$ cat src/rtl/rom_loader_pkg.sv
// Shared types and default geometry for the Hack program ROM loader.
package rom_loader_pkg;

    localparam int unsigned DEFAULT_DEPTH  = 1024;
    localparam int unsigned DEFAULT_ADDR_W = 10;
    localparam int unsigned WORD_W         = 16;

    typedef enum logic [1:0] {
        IDLE = 2'd0,
        LOAD = 2'd1,
        DONE = 2'd2,
        ERR  = 2'd3
    } state_e;

endpackage : rom_loader_pkg

$ cat src/rtl/rom_loader.sv
// Streams a Hack program into the instruction ROM while holding the CPU in reset.
// Optional feature: define ROM_LOADER_CHECKSUM_EN to treat the in_last word as a 16-bit checksum.
module rom_loader
    import rom_loader_pkg::*;
#(
    parameter int unsigned DEPTH  = DEFAULT_DEPTH,
    parameter int unsigned ADDR_W = DEFAULT_ADDR_W
) (
    input  logic              Clk,
    input  logic              Reset,
    input  logic              start,
    input  logic              in_valid,
    output logic              in_ready,
    input  logic [WORD_W-1:0] in_data,
    input  logic              in_last,
    output logic              rom_we,
    output logic [ADDR_W-1:0] rom_addr,
    output logic [WORD_W-1:0] rom_wdata,
    output logic              cpu_reset,
    output logic              load_done,
    output logic              load_err
);

    // One extra counter bit so that "counter == DEPTH" is representable without wrapping.
    localparam int unsigned CNT_W = ADDR_W + 1;

    state_e              state_q, state_d;
    logic [CNT_W-1:0]    cnt_q, cnt_d;
    logic                rom_we_q, rom_we_d;
    logic [ADDR_W-1:0]   rom_addr_q, rom_addr_d;
    logic [WORD_W-1:0]   rom_wdata_q, rom_wdata_d;
    logic                in_ready_q, in_ready_d;
    logic                cpu_reset_q, cpu_reset_d;
    logic                load_done_q, load_done_d;
    logic                load_err_q, load_err_d;

    logic accept_c;
    logic full_c;
    logic write_c;
    logic enter_load_c;

    assign accept_c     = in_valid && in_ready_q && (state_q == LOAD);
    assign full_c       = (cnt_q == CNT_W'(DEPTH));
    assign enter_load_c = (state_q != LOAD) && (state_d == LOAD);

`ifdef ROM_LOADER_CHECKSUM_EN
    logic [WORD_W-1:0] sum_q, sum_d;
    logic              sum_ok_c;

    assign sum_ok_c = (in_data == sum_q);
    // The checksum word itself is never written to the ROM.
    assign write_c  = accept_c && !in_last && !full_c;
`else
    assign write_c  = accept_c && !full_c;
`endif

    // State register
    always_ff @(posedge Clk) begin
        if (Reset) begin
            state_q <= IDLE;
        end else begin
            state_q <= state_d;
        end
    end

    // Next-state logic
    always_comb begin
        state_d = state_q;
        case (state_q)
            IDLE, DONE, ERR: begin
                if (start) begin
                    state_d = LOAD;
                end
            end
            LOAD: begin
                if (accept_c) begin
`ifdef ROM_LOADER_CHECKSUM_EN
                    if (in_last) begin
                        state_d = sum_ok_c ? DONE : ERR;
                    end else if (full_c) begin
                        state_d = ERR;
                    end
`else
                    if (full_c) begin
                        state_d = ERR;
                    end else if (in_last) begin
                        state_d = DONE;
                    end
`endif
                end
            end
            default: state_d = IDLE;
        endcase
    end

    // Output and datapath next values; status outputs track the state being entered
    always_comb begin
        cnt_d       = cnt_q;
        rom_we_d    = 1'b0;
        rom_addr_d  = rom_addr_q;
        rom_wdata_d = rom_wdata_q;
        in_ready_d  = (state_d == LOAD);
        cpu_reset_d = (state_d != DONE);
        load_done_d = (state_d == DONE);
        load_err_d  = (state_d == ERR);
`ifdef ROM_LOADER_CHECKSUM_EN
        sum_d       = sum_q;
`endif

        if (enter_load_c) begin
            cnt_d = '0;
`ifdef ROM_LOADER_CHECKSUM_EN
            sum_d = '0;
`endif
        end

        if (write_c) begin
            rom_we_d    = 1'b1;
            rom_addr_d  = cnt_q[ADDR_W-1:0];
            rom_wdata_d = in_data;
            cnt_d       = cnt_q + CNT_W'(1);
`ifdef ROM_LOADER_CHECKSUM_EN
            sum_d       = sum_q + in_data;
`endif
        end
    end

    // Datapath and output registers
    always_ff @(posedge Clk) begin
        if (Reset) begin
            cnt_q       <= '0;
            rom_we_q    <= 1'b0;
            rom_addr_q  <= '0;
            rom_wdata_q <= '0;
            in_ready_q  <= 1'b0;
            cpu_reset_q <= 1'b1;
            load_done_q <= 1'b0;
            load_err_q  <= 1'b0;
        end else begin
            cnt_q       <= cnt_d;
            rom_we_q    <= rom_we_d;
            rom_addr_q  <= rom_addr_d;
            rom_wdata_q <= rom_wdata_d;
            in_ready_q  <= in_ready_d;
            cpu_reset_q <= cpu_reset_d;
            load_done_q <= load_done_d;
            load_err_q  <= load_err_d;
        end
    end

`ifdef ROM_LOADER_CHECKSUM_EN
    always_ff @(posedge Clk) begin
        if (Reset) begin
            sum_q <= '0;
        end else begin
            sum_q <= sum_d;
        end
    end
`endif

    assign rom_we    = rom_we_q;
    assign rom_addr  = rom_addr_q;
    assign rom_wdata = rom_wdata_q;
    assign in_ready  = in_ready_q;
    assign cpu_reset = cpu_reset_q;
    assign load_done = load_done_q;
    assign load_err  = load_err_q;

endmodule : rom_loader

$ cat config.mk
export PLATFORM = sky130hd
export DESIGN_NAME = rom_loader
export DESIGN_NICKNAME = d
export VERILOG_FILES = /design/src/rtl/rom_loader_pkg.sv /design/src/rtl/rom_loader.sv
export SDC_FILE = /design/constraint.sdc
export NUM_CORES = 1
export LEC_CHECK = 0
export BUFFER_PORTS_ARGS = -buffer_cell sky130_fd_sc_hd__buf_4
export CORE_MARGIN = 1
export CORE_UTILIZATION = 45
export DETAILED_ROUTE_END_ITERATION = 8
export PLACE_DENSITY = 0.71
export SYNTH_ARGS = -nofsm -noshare
export SYNTH_HDL_FRONTEND = slang
export SYNTH_SLANG_ARGS = --single-unit
$ cat constraint.sdc
create_clock -name Clk -period 2.2 [get_ports Clk]
set_input_delay 0.33 -clock Clk [delete_from_list [all_inputs] [get_ports Clk]]
set_output_delay 0.33 -clock Clk [all_outputs]
set_load 0.02 [all_outputs]
# Word level (Yosys, flattened, before mapping)
# Index checks and enable logic that the tools add are counted.
# totals
reg_bits	44
inputBits	21
out_inout_bits	31
wordCells	35
# classes
addsub	1
eq_ne	9
n_mux	8
reduce_logical	8
# op_table
operator	count
11-bit 2-to-1 mux	2
11-bit by 1-bit adder with 11-bit output, second input constant	1
11-bit == test, second input constant	1
2-bit == test, second input constant	4
2-bit 2-to-1 mux	4
2-bit by 1-bit == test with 1-bit output, second input constant	2
1-bit logical AND	4
2-bit one-hot mux with 2 select lines	1
3-bit OR reduction	1
2-bit logical NOT	1
2-bit by 1-bit != test with 1-bit output, second input constant	1
2-bit != test, second input constant	1
2-bit nonzero test	1
1-bit logical NOT	1
1-bit 2-to-1 mux	1

# Longest topological paths before layout
# Gate-level depths: netlist (run 1).
# logic_depth
word_depth	8
depth_mapped	8
mapped_depth_nobuf	6

# Least setup slack after synthesis (run 1)
# Ideal clock, no wire load.
# synth_path
path_kind	reg-to-reg
startpoint	register cnt_q[0]
endpoint	register cnt_q[6]
setup_time_ns	0.080
arrival_ns	1.719
path_slack_ns	0.401
path_stages_with_launch	8
synth_period_minus_slack_ns	1.799
path_cell_list	dfxtp_1 inv_1 ha_1 nor4bb_2 a31o_2 buf_6 or4_1 o211ai_1
# synth_via
elab_chain_cells	7
elab_cells_between_ends	11
cone_classes	1 x add/sub; 2 x eq/ne; 4 x mux; 4 x reduce/logical
# synth_lines
element	line	rtl
from (decl)	rom_loader.sv:28	logic [CNT_W-1:0] cnt_q, cnt_d;
from (signal assigned)	rom_loader.sv:140	cnt_q <= cnt_d;
11-bit == test	rom_loader.sv:43	assign full_c = (cnt_q == CNT_W'(DEPTH));
2-bit 2-to-1 mux	rom_loader.sv:84	if (full_c) begin
2-bit 2-to-1 mux	rom_loader.sv:76	if (accept_c) begin
2-bit one-hot mux with 2 select lines	rom_loader.sv:69	case (state_q)
2-bit by 1-bit == test with 1-bit output	rom_loader.sv:44	assign enter_load_c = (state_q != LOAD) && (state_d == LOAD);
1-bit logical AND	rom_loader.sv:44	
2-bit nonzero test (no source line)	n/a	
# Several ways; a longest one is shown, not always the timed one.
# A chain may end at the register's enable or synchronous reset.

# Worst setup path in the final report (run 1)
# layout_path
startpoint	register cnt_q[0]
endpoint	register cnt_q[10]
# The elaborated chain is that of the path after synthesis.

==> results.cfg, run 1 <==
[synth]
synth-seq-cells = 44
synth-edff-count = 0
synth_common_cells = 56 x nand2_1, 44 x dfxtp_1, 29 x a21oi_1
synth_warnings = 0
syn_inst = 210
syn_avg_cell_area_sq_um = 8.38
synth_ff_type = dfxtp_1
synth_cell_type_count = 37
syn_area_sq_um = 1760
netlist_top_cells_area = dfxtp_1 50%, nand2_1 12%, a21oi_1 8.3%, nand3_1 2.8%, inv_1 2.3%
synthesis.nets = 233
synth.yosys.seq_area_share_pct = 50.1
async_flop_share_pct = 0
netlist.area_leader.share_pct = 50.1
yosys.area.top_type = dfxtp_1
yosysMostFrequentCell = nand2_1

[die]
io_pins = 52
die_w_microns = 64.5
dieArea_sq_um = 4160
start_util_pct = 47.3
die_h_microns = 64.5
core-area_sq_um = 3720
rows = 22

[timing]
rsz0062_at_grt = no
fmax_mhz = 509
timing.final.crit_share_pct = 89.4
setup_ws_ns = 0.234
finalMaxSlewViolations = 0
worst_pin_slew_ns = 0.442
fin_skew_ns = 0.00951
finalSetupViolCount = 0
timing.hold.ws_ns = 0.272
period_needed_ns = 1.97
hold_viol_final = 0
relSlewSlack_pct = 70.5
fin_setup_tns_ns = 0

[cts]
path_clk_slew_ns = 0.08
numCtsBuffers = 5
cts_tree = yes
ctsHoldBuffers = 0
clk-insertion-delay-late_ns = 0.30
htree_levels = 2
post_cts_buffers = 0
cts_buffer_depth = 2
cts_root_buffer = clkbuf_8
cts_resized = 0
cts_sinks = 44

[detailed_routing]
ant_nets = 0
via_per_inst = 5.13
wire_per_inst_microns = 12.0
routed-via-count = 1595
drc = 0
dr.first_iter.drc_count = 135
first_pass_iters = 4
routed_wl_microns = 3730

[setup_path]
cp.required_ns = 2.41
critical_path_buf_inv_count = 1
critPathLaunchType = flip-flop
worstPathCellList = inv_1, ha_1, nor4bb_2, a31o_2, nand3b_1, o221ai_1
crit_type = flip-flop to flip-flop
critPathSlowestCell = a31o_2
path_delay_family = simple AND/OR/NAND/NOR gates
end_kind = flip-flop
critical_path_arrival_ns = 2.18
critPathMaxFanout = 15
max_stage_delay_ns = 0.40

[power_and_ir_drop]
pwr_density_cell_nw_per_um2 = 656
p_leak_nw = 0.895
vdd_drop_max_uv = 616
finalPower_mw = 1.52

[final_layout]
syn2layout_area_growth_pct = 31.6
nNetsFinal = 285
fin_area_sq_um = 2310
insertedDiodeCount = 0
fin_util_pct = 62.3
drive_above_1_share_pct = 26.6
instances_no_fill = 311

[job]
drv_cap = 0

[placement]
port_buffers = 51
place_inst = 303
dp_hpwl_microns = 2500
place_congestion = 0.908
placed_area_sq_um = 2210
dp_slack_ns = 0.241

[grt]
grt_pass1_wl_microns = 6030
grt_max_degree = 46
grt_overflow = 0
track_usage_pct = 18.6
antenna_found_initial = 0
grt_pass1_vias = 1337

[hold_path]
hold_path_class = primary input to flip-flop

[status]
outcome = completed
-- kinds of logic (layout without fill, tap and decap cells) --
logic type	Yosys count	in the layout	synth area share, %
buffers and inverters	23	76	5.69
AO/OA/AOI/OAI	45	45	14.7
AND/OR/NAND/NOR	94	94	27.2
adder cells (fa/ha/maj)	2	2	1.42
XOR/XNOR	2	2	0.996
flip-flops	44	44	50.1
-- placed cells by master (no fill, tap or decap), drive strengths merged, types with 3 or more instances in the layout --
cell / netlist / layout
inv: 11 / 11
dfxtp: 44 / 44
a31oi: 4 / 4
nand4b: 3 / 3
a21oi: 29 / 29
nand2: 56 / 56
clkbuf: 8 / 6
o22ai: 3 / 3
buf: 4 / 57
nand3: 10 / 10
or4: 4 / 4
nor2: 4 / 4
-- where the power goes --
group	switching [mW]	internal [mW]	total [mW]	leakage, nW
sequential	0.00740	0.807	0.814	0.356
clock	0.259	0.337	0.596	0.0552
combinational	0.0581	0.0505	0.109	0.484
total	0.325	1.19	1.52	0.895
-- final timing paths --
path                                  from                        end  slack, ns  depth (start not counted)
hold reg to reg   rom_addr[6]$_SDFFE_PP0P_   rom_addr[6]$_SDFFE_PP0P_       0.46                          2
hold / removal                  in_data[4]  rom_wdata[4]$_SDFFE_PP0P_       0.27                          3
setup / recovery     cnt_q[0]$_SDFFE_PP0P_     cnt_q[10]$_SDFFE_PP0P_       0.23                          6
setup reg to reg     cnt_q[0]$_SDFFE_PP0P_     cnt_q[10]$_SDFFE_PP0P_       0.23                          6
-- worst min-delay path, delay by kind of cell --
kind / cells / cell delay (ns)
compound gates: 1 / 0.05
simple gates: 1 / 0.04
buf+inv: 1 / 0.11
-- routing by layer --
| layer | vias up | track usage (%) | routed length, microns |
|---|---|---|---|
| li1 | 821 | - | - |
| met5 | - | 0 | 0 |
| met1 | 732 | 25.2 | 1830 |
| met4 | 0 | 7.22 | 34 |
| met3 | 5 | 5.11 | 159 |
| met2 | 37 | 28.0 | 1700 |
-- final cells by class --
class | count | area [sq um]
fillers | 357 | 1400
multi-input cells | 143 | 785
clock inverters | 2 | 35.0
inverters | 11 | 41.3
well taps | 48 | 60.1
flip-flops and latches | 44 | 881
clock buffers | 6 | 72.6
repair buffers | 57 | 440
-- sequential cells by signal, indices dropped and copies added, names as in the netlist --
name       cells
rom_wdata     16
cpu_reset      1
state_q        2
load_err       1
in_ready       1
load_done      1
cnt_q         11
rom_we         1
rom_addr      10
No activity file was read; power rests on OpenSTA's default activity.
==> run 2: changes to the inputs <==
--- a/config.mk
+++ b/config.mk
@@ -5,11 +5,10 @@
 export SDC_FILE = /design/constraint.sdc
 export NUM_CORES = 1
 export LEC_CHECK = 0
-export BUFFER_PORTS_ARGS = -buffer_cell sky130_fd_sc_hd__buf_4
 export CORE_MARGIN = 1
 export CORE_UTILIZATION = 45
 export DETAILED_ROUTE_END_ITERATION = 8
-export PLACE_DENSITY = 0.71
+export DONT_BUFFER_PORTS = 1
 export SYNTH_ARGS = -nofsm -noshare
 export SYNTH_HDL_FRONTEND = slang
 export SYNTH_SLANG_ARGS = --single-unit
==> results.cfg, run 2 (synthesis gave the netlist of run 1 again) <==
[detailed_routing]
first_pass_iters = 4
routed_wl_microns = 3690
ant_nets = 0
dr.first_iter.drc_count = 77
drc = 0
routed-via-count = 1458
wire_per_inst_microns = 14.2
via_per_inst = 5.61

[die]
rows = 22
start_util_pct = 47.3
core-area_sq_um = 3720
dieArea_sq_um = 4160
die_w_microns = 64.5
die_h_microns = 64.5
io_pins = 52

[timing]
finalSetupViolCount = 0
period_needed_ns = 1.88
fin_skew_ns = 0.00410
setup_ws_ns = 0.316
fin_setup_tns_ns = 0
fmax_mhz = 531
hold_viol_final = 0
relSlewSlack_pct = 74.3
worst_pin_slew_ns = 0.382
finalMaxSlewViolations = 0
rsz0062_at_grt = no
timing.final.crit_share_pct = 85.6

[cts]
clk-insertion-delay-late_ns = 0.29
htree_levels = 2
numCtsBuffers = 5
cts_resized = 0
path_clk_slew_ns = 0.08
cts_tree = yes
cts_sinks = 44
cts_root_buffer = clkbuf_8
cts_buffer_depth = 2
ctsHoldBuffers = 0
post_cts_buffers = 0

[final_layout]
final_common_cell = nand2_1
largest_reg_flops = 16
most-common-layout-cells = 56 x nand2_1, 44 x dfxtp_1, 29 x a21oi_1
drive_above_1_share_pct = 9.43
syn2layout_area_growth_pct = 8.89
nNetsFinal = 235
insertedDiodeCount = 0

[placement]
port_buffers = 0
dp_slack_ns = 0.325
place_congestion = 0.793
dp_hpwl_microns = 2540

[power_and_ir_drop]
pwr_density_cell_nw_per_um2 = 733
finalPower_mw = 1.40
vdd_drop_max_uv = 328
p_leak_nw = 0.629

[setup_path]
critPathLaunchType = flip-flop
crit_type = flip-flop to flip-flop
critPathMaxFanout = 17
critical_path_arrival_ns = 2.10
end_kind = flip-flop
cp.required_ns = 2.41

[grt]
track_usage_pct = 19.1
grt_pass1_wl_microns = 6040
antenna_found_initial = 0
grt_max_degree = 46
grt_pass1_vias = 1398
grt_overflow = 0

[status]
outcome = completed

[job]
drv_cap = 0

[hold_path]
hold_path_class = primary input to flip-flop
-- run 2: cell count changes in the layout (fill, tap and decap cells not counted) --
cell	before	now
bufinv_16	1	0
buf_12	1	0
clkbuf_8	5	7
buf_4	56	7
clkbuf_1	1	0
clkinv_2	1	0
-- run 2: power by group --
group	leakage, nW	total (mW)	internal, mW	switching (mW)
Combinational	0.224	0.0453	0.0175	0.0278
Sequential	0.356	0.825	0.807	0.0187
Clock	0.0503	0.533	0.280	0.253
Total	0.629	1.40	1.10	0.300
-- run 2: area by class of cell --
class                   instances  area [sq um]
clock buffers                   7          96.3
multi-input cells             143           785
fillers                       366          1800
well taps                      48          60.1
flip-flops and latches         44           881
inverters                      11          41.3
repair buffers                  7          52.6
-- run 2: final timing paths --
| check | from | depth (start not counted) | slack (ns) | to |
|---|---|---|---|---|
| setup reg to reg | cnt_q[0]$_SDFFE_PP0P_ | 6 | 0.32 | cnt_q[10]$_SDFFE_PP0P_ |
| setup / recovery | cnt_q[0]$_SDFFE_PP0P_ | 6 | 0.32 | cnt_q[10]$_SDFFE_PP0P_ |
| hold / removal | Reset | 1 | 0.10 | cnt_q[9]$_SDFFE_PP0P_ |
| hold reg to reg | cnt_q[4]$_SDFFE_PP0P_ | 2 | 0.52 | rom_addr[4]$_SDFFE_PP0P_ |
-- run 2: metal layers --
metal	track usage (%)	vias up	part of all wire (%)
li1	-	721	-
met1	20.4	688	43
met2	33.7	41	50
met3	5.11	8	6.0
met4	10.6	0	1.6
met5	0	-	0
-- run 2: worst max-delay path: stages, from the launching register on --
cell,delay [ns]
dfxtp_1,0.31
inv_1,0.07
ha_1,0.14
nor4bb_2,0.39
a31o_2,0.41
nand3b_1,0.26
o221ai_1,0.23
-- run 2: through the flow --
step | instances | util, % | hold WS (ns) | cell area [sq um]
floorplan | 210 | - | 0.463 | 1760
global route | 260 | 51.5 | 0.0789 | 1920
global placement | 253 | 49.0 | 0.402 | 1820
finish | 260 | 51.5 | 0.102 | 1920
detailed placement | 253 | 49.0 | 0.405 | 1820
CTS | 260 | 51.5 | 0.0903 | 1920
